==> src/rtl/x_mux_trigger_ctrl.sv <==
`default_nettype none
// ============================================================================
// Module   : x_mux_trigger_ctrl
// Brief    : Sequencer for the mux-based trigger delay line. It presents a
//            pattern, waits for it to settle, then fires trigger pulses with
//            recovery gaps. Optional abort is enabled by the macro
//            X_MUX_TRIGGER_CTRL_ABORT_EN.
// Revision : 1.0 - initial release
// ============================================================================
module x_mux_trigger_ctrl #(
    parameter int DATA_W      = 32,
    parameter int CNT_W       = 8,
    parameter int SETTLE_CYC  = 2,
    parameter int RECOVER_CYC = 4
) (
    input  logic              i_clk,
    input  logic              i_rst,
    input  logic              i_cmd_valid,
    output logic              o_cmd_ready,
    input  logic [DATA_W-1:0] i_cmd_data,
    input  logic [CNT_W-1:0]  i_cmd_hold,
    input  logic [CNT_W-1:0]  i_cmd_repeat,
`ifdef X_MUX_TRIGGER_CTRL_ABORT_EN
    input  logic              i_abort,
    output logic              o_aborted,
`endif
    output logic [DATA_W-1:0] o_data,
    output logic              o_trigger,
    output logic              o_busy,
    output logic              o_done,
    output logic [15:0]       o_fire_count
);

    localparam int SET_W = $clog2(SETTLE_CYC + 1);
    localparam int REC_W = $clog2(RECOVER_CYC + 1);
    localparam int AUX_W = (SET_W > REC_W) ? SET_W : REC_W;
    localparam int TMR_W = (CNT_W > AUX_W) ? CNT_W : AUX_W;

    localparam logic [TMR_W-1:0] SETTLE_LOAD  = TMR_W'(SETTLE_CYC - 1);
    localparam logic [TMR_W-1:0] RECOVER_LOAD = TMR_W'(RECOVER_CYC - 1);

    localparam logic [1:0] ST_IDLE    = 2'd0;
    localparam logic [1:0] ST_SETTLE  = 2'd1;
    localparam logic [1:0] ST_FIRE    = 2'd2;
    localparam logic [1:0] ST_RECOVER = 2'd3;

    logic [1:0]        state_q,    state_d;
    logic [TMR_W-1:0]  tmr_q,      tmr_d;
    logic [CNT_W-1:0]  hold_q,     hold_d;
    logic [CNT_W-1:0]  rep_q,      rep_d;
    logic [DATA_W-1:0] data_q,     data_d;
    logic              trig_q,     trig_d;
    logic              busy_q,     busy_d;
    logic              done_q,     done_d;
    logic              ready_q,    ready_d;
    logic [15:0]       fire_cnt_q, fire_cnt_d;

    logic              w_abort;
    logic [TMR_W-1:0]  w_hold_load;

    // Timer counts down to zero, so a hold of 0 behaves like a hold of 1.
    assign w_hold_load = (hold_q == '0) ? '0 : TMR_W'(hold_q - CNT_W'(1));

`ifdef X_MUX_TRIGGER_CTRL_ABORT_EN
    logic abort_pend_q, abort_pend_d;
    logic aborted_q,    aborted_d;

    assign w_abort = i_abort && (state_q != ST_IDLE);

    always_comb begin
        abort_pend_d = abort_pend_q;
        if (state_q == ST_IDLE) begin
            abort_pend_d = 1'b0;
        end else if (w_abort) begin
            abort_pend_d = 1'b1;
        end
        aborted_d = done_d && (abort_pend_q || w_abort);
    end

    always_ff @(posedge i_clk or posedge i_rst) begin
        if (i_rst) begin
            abort_pend_q <= 1'b0;
            aborted_q    <= 1'b0;
        end else begin
            abort_pend_q <= abort_pend_d;
            aborted_q    <= aborted_d;
        end
    end

    assign o_aborted = aborted_q;
`else
    assign w_abort = 1'b0;
`endif

    always_comb begin
        state_d    = state_q;
        tmr_d      = tmr_q;
        hold_d     = hold_q;
        rep_d      = rep_q;
        data_d     = data_q;
        trig_d     = trig_q;
        busy_d     = busy_q;
        done_d     = 1'b0;
        ready_d    = ready_q;
        fire_cnt_d = fire_cnt_q;
        case (state_q)
            ST_IDLE: begin
                ready_d = 1'b1;
                if (i_cmd_valid && ready_q) begin
                    hold_d  = i_cmd_hold;
                    rep_d   = i_cmd_repeat;
                    data_d  = i_cmd_data;
                    tmr_d   = SETTLE_LOAD;
                    busy_d  = 1'b1;
                    ready_d = 1'b0;
                    state_d = ST_SETTLE;
                end
            end
            ST_SETTLE: begin
                if (w_abort) begin
                    rep_d   = '0;
                    tmr_d   = RECOVER_LOAD;
                    state_d = ST_RECOVER;
                end else if (tmr_q == '0) begin
                    tmr_d      = w_hold_load;
                    trig_d     = 1'b1;
                    fire_cnt_d = fire_cnt_q + 16'd1;
                    state_d    = ST_FIRE;
                end else begin
                    tmr_d = tmr_q - TMR_W'(1);
                end
            end
            ST_FIRE: begin
                if (w_abort || tmr_q == '0) begin
                    if (w_abort) begin
                        rep_d = '0;
                    end
                    tmr_d   = RECOVER_LOAD;
                    trig_d  = 1'b0;
                    state_d = ST_RECOVER;
                end else begin
                    tmr_d = tmr_q - TMR_W'(1);
                end
            end
            ST_RECOVER: begin
                if (w_abort) begin
                    rep_d = '0;
                end
                if (tmr_q != '0) begin
                    tmr_d = tmr_q - TMR_W'(1);
                end else if (rep_q != '0 && !w_abort) begin
                    // Repeats re-fire without re-settling; the pattern is already stable.
                    rep_d      = rep_q - CNT_W'(1);
                    tmr_d      = w_hold_load;
                    trig_d     = 1'b1;
                    fire_cnt_d = fire_cnt_q + 16'd1;
                    state_d    = ST_FIRE;
                end else begin
                    done_d  = 1'b1;
                    busy_d  = 1'b0;
                    ready_d = 1'b1;
                    state_d = ST_IDLE;
                end
            end
            default: begin
                state_d = ST_IDLE;
            end
        endcase
    end

    always_ff @(posedge i_clk or posedge i_rst) begin
        if (i_rst) begin
            state_q    <= ST_IDLE;
            tmr_q      <= '0;
            hold_q     <= '0;
            rep_q      <= '0;
            data_q     <= '0;
            trig_q     <= 1'b0;
            busy_q     <= 1'b0;
            done_q     <= 1'b0;
            ready_q    <= 1'b1;
            fire_cnt_q <= '0;
        end else begin
            state_q    <= state_d;
            tmr_q      <= tmr_d;
            hold_q     <= hold_d;
            rep_q      <= rep_d;
            data_q     <= data_d;
            trig_q     <= trig_d;
            busy_q     <= busy_d;
            done_q     <= done_d;
            ready_q    <= ready_d;
            fire_cnt_q <= fire_cnt_d;
        end
    end

    assign o_cmd_ready  = ready_q;
    assign o_data       = data_q;
    assign o_trigger    = trig_q;
    assign o_busy       = busy_q;
    assign o_done       = done_q;
    assign o_fire_count = fire_cnt_q;

endmodule
`default_nettype wire

==> config.mk <==
export PLATFORM = sky130hd
export DESIGN_NAME = x_mux_trigger_ctrl
export DESIGN_NICKNAME = d
export VERILOG_FILES = /design/src/rtl/x_mux_trigger_ctrl.sv
export SDC_FILE = /design/constraint.sdc
export NUM_CORES = 1
export LEC_CHECK = 0
export BUFFER_PORTS_ARGS = -buffer_cell sky130_fd_sc_hd__buf_2
export CAP_MARGIN = 10
export CORE_UTILIZATION = 25
export CTS_CLUSTER_SIZE = 10
export DETAILED_ROUTE_END_ITERATION = 8
export HOLD_SLACK_MARGIN = 0.15
export PLACE_DENSITY = 0.54
export SYNTH_ARGS = -nofsm -noshare
export SYNTH_HDL_FRONTEND = slang
export SYNTH_SLANG_ARGS = --single-unit
==> constraint.sdc <==
create_clock -name i_clk -period 3.3 [get_ports i_clk]
set_clock_uncertainty 0.05 [all_clocks]
set_input_delay 0.33 -clock i_clk [delete_from_list [all_inputs] [get_ports i_clk]]
set_output_delay 0.33 -clock i_clk [all_outputs]
set_load 0.01 [all_outputs]
==> summary.txt, run 1 <==
Finish
  – Layout area overhead: 28.4%
  – Fin cells: 624
  – Share of layout cells above drive strength 1: 39.1%
  – Final nets: 497
  – Number of antenna diodes: 0
  – FF+latch area: 0.00195 mm2
  – Fill count: 1511
  – Multi-input gate area: 0.00175 mm2
  – Util after Layout: 33.2%

Global route
  – Initial antenna violation count: 0
  – GRT Residual Overflow: 0
  – Vias in the first global route: 3009
  – Largest net degree at the start of global routing: 51
  – First-pass GRT wire length: 15.0 mm
  – Total Routing Usage GR: 12.0%

Timing
  – Setup TNS: 0 ns
  – Final Max Tran Viols: 0
  – Slew headroom: 30.7%
  – Slew of the pin with the lowest slew margin: 1.04 ns
  – Setup WS post-layout: 0.413 ns
  – Hold Violations, Final: 0
  – Final Setup Violations: 0
  – Max Freq: 0.346 GHz
  – Tcrit/Tclk final: 87.5%
  – Unrepaired setup endpoints after global routing: false
  – Min cycle time layout: 2.89 ns

Logic synthesis
  – Yosys reg bits: 78
  – Most instantiated cells after synthesis: dfrtp_1 (77), mux2_2 (41), nand2_1 (29)
  – Yosys cell types: 54
  – Most used DFF post-synth: dfrtp_1
  – Synth area leaders: dfrtp_1 (51%), mux2_2 (12%), xnor2_1 (4.2%), ha_1 (3.6%), nand2_1 (2.9%)
  – Synth warn: 0
  – Area share of the largest cell type after synthesis: 50.9%
  – Asr flop ratio synth: 100%
  – Syn Inst Count: 324
  – Count leader, synth: dfrtp_1
  – Leading area contributor after synthesis: dfrtp_1
  – Post-Synthesis Cell Area: 0.00378 mm2
  – Synthesized net count: 386
  – Seq/Total Area, Yosys: 51.6%
  – Avg Cell Area, Syn: 11.7 um2
  – Post-synth EDFFs: 0

Floorplanning
  – Initial Util: 25.8%
  – Core footprint: 0.0146 mm2
  – Die height: 125 um
  – Row cnt: 44
  – Die Area: 0.0156 mm2
  – Total I/O pin count: 103
  – Die width: 125 um

Pwr
  – Leakage: 2.45 nW
  – PD cells: 420 mW/mm2
  – Worst vdd ir: 194 uV

Drt
  – Detail Route Antenna Nets: 0
  – Vias/cell: 4.64
  – Remaining routing DRC violations: 13
  – 1st-iter DRT viols: 129
  – DR vias: 2894
  – WL final: 8.81 mm
  – Per-cell routed wire length: 14.1 um
  – 1st-pass router iterations: 6

Setup path
  – Setup CP Type: reg -> reg
  – WP data required: 3.52 ns
  – Critical path arrival: 3.11 ns
  – Reg-to-Reg Start: tmr_q[0]$_DFFE_PP0P_
  – Crit path from: tmr_q[0]$_DFFE_PP0P_
  – Crit path largest cell delay: 0.60 ns
  – CP cell instances: inv_1 > ha_1 > or3b_2 > or2_4 > a2111o_1 > or4b_1 > nand3_1
  – Setup crit start kind: flip-flop
  – R2R setup slack: 0.41 ns
  – R2R depth: 7
  – RR Endpoint: rep_q[5]$_DFFE_PP0P_
  – CP Capture Type: flip-flop
  – Slowest CP cell: a2111o_1
  – Crit Path Max Fanout: 12
  – End point of the critical path: rep_q[5]$_DFFE_PP0P_

CTS
  – CTS Root Buffer Type: clkbuf_16
  – H-tree depth: 3
  – Clock latency on the worst-skew pair: 0.33 ns
  – Postcts setup bufs: 0
  – CTS buffer count: 9
  – Clock slew seen by the registers of the worst setup and hold paths: 0.06 ns
  – Longest Clk Path Bufs: 2
  – CTS tree: done
  – Sink Count: 78

Min path
  – Worst Hold Class: in -> reg

Place
  – Setup WS pre-CTS: 0.439 ns
  – HPWL Detailed: 6.43 mm
  – GPL Wtd Cong: 0.860
  – Placed insts: 604
  – Buffers added on ports: 102

Job
  – Maxcap violations: 0

Run status
  – Failing checks: design-rule violations
  – Status: finished, violations left
==> through the flow <==
stage | power, W | cell area, um2 | hold WS [ns]
floorplan | 0.00103 | 3780 | 0.354
global placement | 0.00108 | 4520 | 0.418
detailed placement | 0.00108 | 4520 | 0.422
CTS | 0.00208 | 4830 | 0.151
global route | 0.00214 | 4860 | 0.154
finish | 0.00204 | 4860 | 0.156
==> cells by family (layout without fill, tap and decap cells) <==
group | Yosys count | count (layout) | share of synthesized area (%)
mux | 44 | 44 | 13.0
flops | 78 | 78 | 51.6
simple gates | 99 | 99 | 14.4
xor+xnor | 24 | 24 | 5.56
compound gates | 46 | 46 | 9.52
buf+inv | 22 | 138 | 2.25
fa+ha+maj | 11 | 11 | 3.64
==> metal layers <==
metal / global-route usage (%) / wire length (um) / up-vias
li1: - / - / 1398
met1: 15.0 / 4140 / 1408
met2: 19.6 / 4090 / 79
met3: 3.94 / 482 / 9
met4: 3.52 / 93 / 0
met5: 0 / 0 / -
==> worst min path at each step <==
stage                                   endpoint  slack [ns]                    startpoint  depth (start not counted)
floorplan                o_cmd_ready$_DFFE_PP1P_        0.35                   i_cmd_valid                          1
global placement           o_trigger$_DFFE_PP0P_        0.42         o_trigger$_DFFE_PP0P_                          2
detailed placement  o_fire_count[15]$_DFFE_PP0P_        0.42  o_fire_count[15]$_DFFE_PP0P_                          1
CTS                         rep_q[3]$_DFFE_PP0P_        0.15               i_cmd_repeat[3]                          3
global route                rep_q[3]$_DFFE_PP0P_        0.15               i_cmd_repeat[3]                          3
finish                      rep_q[3]$_DFFE_PP0P_        0.16               i_cmd_repeat[3]                          3
==> worst max-delay path, delay by kind of cell (launching register included) <==
kind	cells	cell delay [ns]
flops	1	0.41
compound gates	1	0.60
fa+ha+maj	1	0.19
buf+inv	1	0.11
simple gates	4	1.47
==> where the power goes <==
group / internal [W] / switching [W]
Clock: 0.000587 / 0.000383
Sequential: 0.000967 / 0.0000119
Combinational: 0.0000440 / 0.0000468
==> placed cells by master (no fill, tap or decap), drive strengths merged, types with 2 or more instances in the layout <==
| master | Yosys | layout |
|---|---|---|
| and2 | 2 | 2 |
| inv | 13 | 13 |
| nor2 | 11 | 11 |
| buf | 6 | 106 |
| nor3 | 14 | 14 |
| o311ai | 2 | 2 |
| dlygate4sd3 | 0 | 3 |
| a32oi | 2 | 2 |
| nand2b | 3 | 3 |
| clkbuf | 3 | 11 |
| nand3 | 12 | 12 |
| or3 | 2 | 2 |
| mux2i | 3 | 3 |
| mux2 | 41 | 41 |
| clkinv | 0 | 3 |
| nand2 | 29 | 29 |
| nand4 | 7 | 7 |
| a211o | 3 | 3 |
| dfrtp | 77 | 77 |
| o21ai | 7 | 7 |
| o31ai | 5 | 5 |
| nor4b | 2 | 2 |
| o22ai | 5 | 5 |
| xor2 | 6 | 6 |
| nor4 | 3 | 3 |
| or4b | 2 | 2 |
| nor2b | 4 | 4 |
| or4 | 2 | 2 |
| xnor2 | 18 | 18 |
| ha | 11 | 11 |
| nor3b | 2 | 2 |
| a22o | 4 | 4 |
| a21oi | 4 | 4 |
==> state kept, by name, summed over array words and instances (netlist names) <==
register,flops
o_done,1
o_data,32
o_fire_count,16
o_cmd_ready,1
o_trigger,1
rep_q,8
tmr_q,8
hold_q,8
o_busy,1
state_q,2
==> cell type report <==
| cell class | instances | area share (%) |
|---|---|---|
| clock buffer | 11 | 4.79 |
| clock inverter | 5 | 1.24 |
| inverter | 13 | 1.00 |
| multi-input combinational | 224 | 36.0 |
| sequential | 78 | 40.2 |
| tap | 184 | 4.74 |
| timing repair buffer | 109 | 12.0 |
==> repair_timing <==
action / CTS / global route
endpoints found under the hold margin: 2 / 24
hold buffers: 2 / 1
gates resized for setup: 0 / 0
No activity file was read; power rests on OpenSTA's default activity.
==> run 2, diff against run 1 <==
- clock period: 3.3 -> 3.5 ns (I/O delays scaled with it)
==> summary.txt, run 2 (synthesis gave the netlist of run 1 again) <==
Run status
  – Status: finished, violations left
  – Failing checks: design-rule violations

Finish
  – Most frequent cells in the layout: buf_2 (102), dfrtp_1 (77), mux2_2 (41)
  – Layout area overhead: 28.0%
  – Max reg flops: 32
  – Final nets: 495
  – Share of layout cells above drive strength 1: 39.5%
  – Util after Layout: 33.1%
  – Most common cell after layout, fill and taps aside: buf_2
  – Number of antenna diodes: 0

Floorplanning
  – Die Area: 0.0156 mm2
  – Die height: 125 um
  – Total I/O pin count: 103
  – Row cnt: 44
  – Initial Util: 25.8%
  – Core footprint: 0.0146 mm2
  – Die width: 125 um

Setup path
  – Crit Path Max Fanout: 12
  – Slowest CP cell: a2111o_1
  – Setup CP Type: reg -> reg
  – Crit path largest cell delay: 0.60 ns
  – CP cell instances: inv_1 > ha_1 > or3b_2 > or2_4 > a2111o_1 > or4b_1 > nand3_1
  – Setup crit start kind: flip-flop
  – Critical path arrival: 3.08 ns
  – CP Capture Type: flip-flop
  – WP data required: 3.71 ns

Drt
  – Per-cell routed wire length: 14.0 um
  – WL final: 8.70 mm
  – 1st-pass router iterations: 6
  – Detail Route Antenna Nets: 0
  – 1st-iter DRT viols: 121
  – DR vias: 2910
  – Vias/cell: 4.68
  – Remaining routing DRC violations: 12

Global route
  – Vias in the first global route: 2951
  – GRT Residual Overflow: 0
  – First-pass GRT wire length: 14.5 mm
  – Largest net degree at the start of global routing: 42
  – Total Routing Usage GR: 11.5%
  – Initial antenna violation count: 0

Timing
  – Hold Violations, Final: 0
  – Slew of the pin with the lowest slew margin: 1.05 ns
  – Final Max Tran Viols: 0
  – Tcrit/Tclk final: 82.0%
  – Min cycle time layout: 2.87 ns
  – Slew headroom: 30.3%
  – Unrepaired setup endpoints after global routing: false
  – Setup TNS: 0 ns
  – Final Setup Violations: 0
  – Max Freq: 0.348 GHz

CTS
  – Clock latency on the worst-skew pair: 0.33 ns
  – H-tree depth: 3
  – CTS Root Buffer Type: clkbuf_16
  – Post-CTS Hold Buffers: 1
  – CTS buffer count: 9
  – CTS tree: done
  – Longest Clk Path Bufs: 2
  – Postcts setup bufs: 0
  – Sink Count: 78
  – Clock slew seen by the registers of the worst setup and hold paths: 0.06 ns
  – Post_cts resized: 0

Place
  – GPL Wtd Cong: 0.858
  – HPWL Detailed: 6.41 mm
  – Buffers added on ports: 102

Min path
  – Worst Hold Class: in -> reg

Pwr
  – Worst vdd ir: 223 uV
  – PD cells: 405 mW/mm2
  – Leakage: 2.45 nW

Job
  – Maxcap violations: 0
run 2: routing by layer:
| layer | up-vias | global-route usage (%) | wire length (um) |
|---|---|---|---|
| met4 | 0 | 3.01 | 47 |
| met1 | 1428 | 14.7 | 4040 |
| met3 | 5 | 3.94 | 547 |
| li1 | 1390 | - | - |
| met5 | - | 0 | 0 |
| met2 | 87 | 18.6 | 4070 |
run 2: final cells by class:
cell class | instances | area, um2
clock buffer | 12 | 256
clock inverter | 4 | 55.1
fill | 1512 | 9800
inverter | 13 | 48.8
multi-input combinational | 224 | 1750
sequential | 78 | 1950
tap | 184 | 230
timing repair buffer | 107 | 551
run 2: worst max-delay path: cells and delay by family (launching register included):
family	cells	cell delay [ns]
simple gates	4	1.44
fa+ha+maj	1	0.17
buf+inv	1	0.12
compound gates	1	0.60
flops	1	0.43
run 2: power by group:
group | internal [W] | switching, W
sequential | 0.000912 | 0.0000106
combinational | 0.0000379 | 0.0000418
clock | 0.000594 | 0.000364
run 2: path summary, 6_finish.rpt:
| kind | start | endpoint | slack (ns) | cells after the start |
|---|---|---|---|---|
| max in group asynchronous | i_rst | o_cmd_ready$_DFFE_PP1P_ | 1.98 | 4 |
| setup reg to reg | tmr_q[0]$_DFFE_PP0P_ | rep_q[5]$_DFFE_PP0P_ | 0.63 | 7 |
| setup / recovery | tmr_q[0]$_DFFE_PP0P_ | rep_q[5]$_DFFE_PP0P_ | 0.63 | 7 |
| hold reg to reg | o_fire_count[15]$_DFFE_PP0P_ | o_fire_count[15]$_DFFE_PP0P_ | 0.42 | 1 |
| min in group asynchronous | i_rst | o_data[13]$_DFFE_PP0P_ | 0.58 | 3 |
| hold / removal | i_cmd_repeat[3] | rep_q[3]$_DFFE_PP0P_ | 0.17 | 3 |
run 2: metrics by stage:
stage | power [W] | instances | setup slack (ns) | area, um2 | hold WS [ns]
global route | 0.00205 | 622 | 0.515 | 4840 | 0.177
global placement | 0.00102 | 605 | 0.700 | 4520 | 0.405
detailed placement | 0.00102 | 605 | 0.645 | 4520 | 0.413
finish | 0.00196 | 622 | 0.628 | 4840 | 0.173
floorplan | 0.000976 | 324 | 1.02 | 3780 | 0.374
CTS | 0.00200 | 622 | 0.634 | 4840 | 0.163
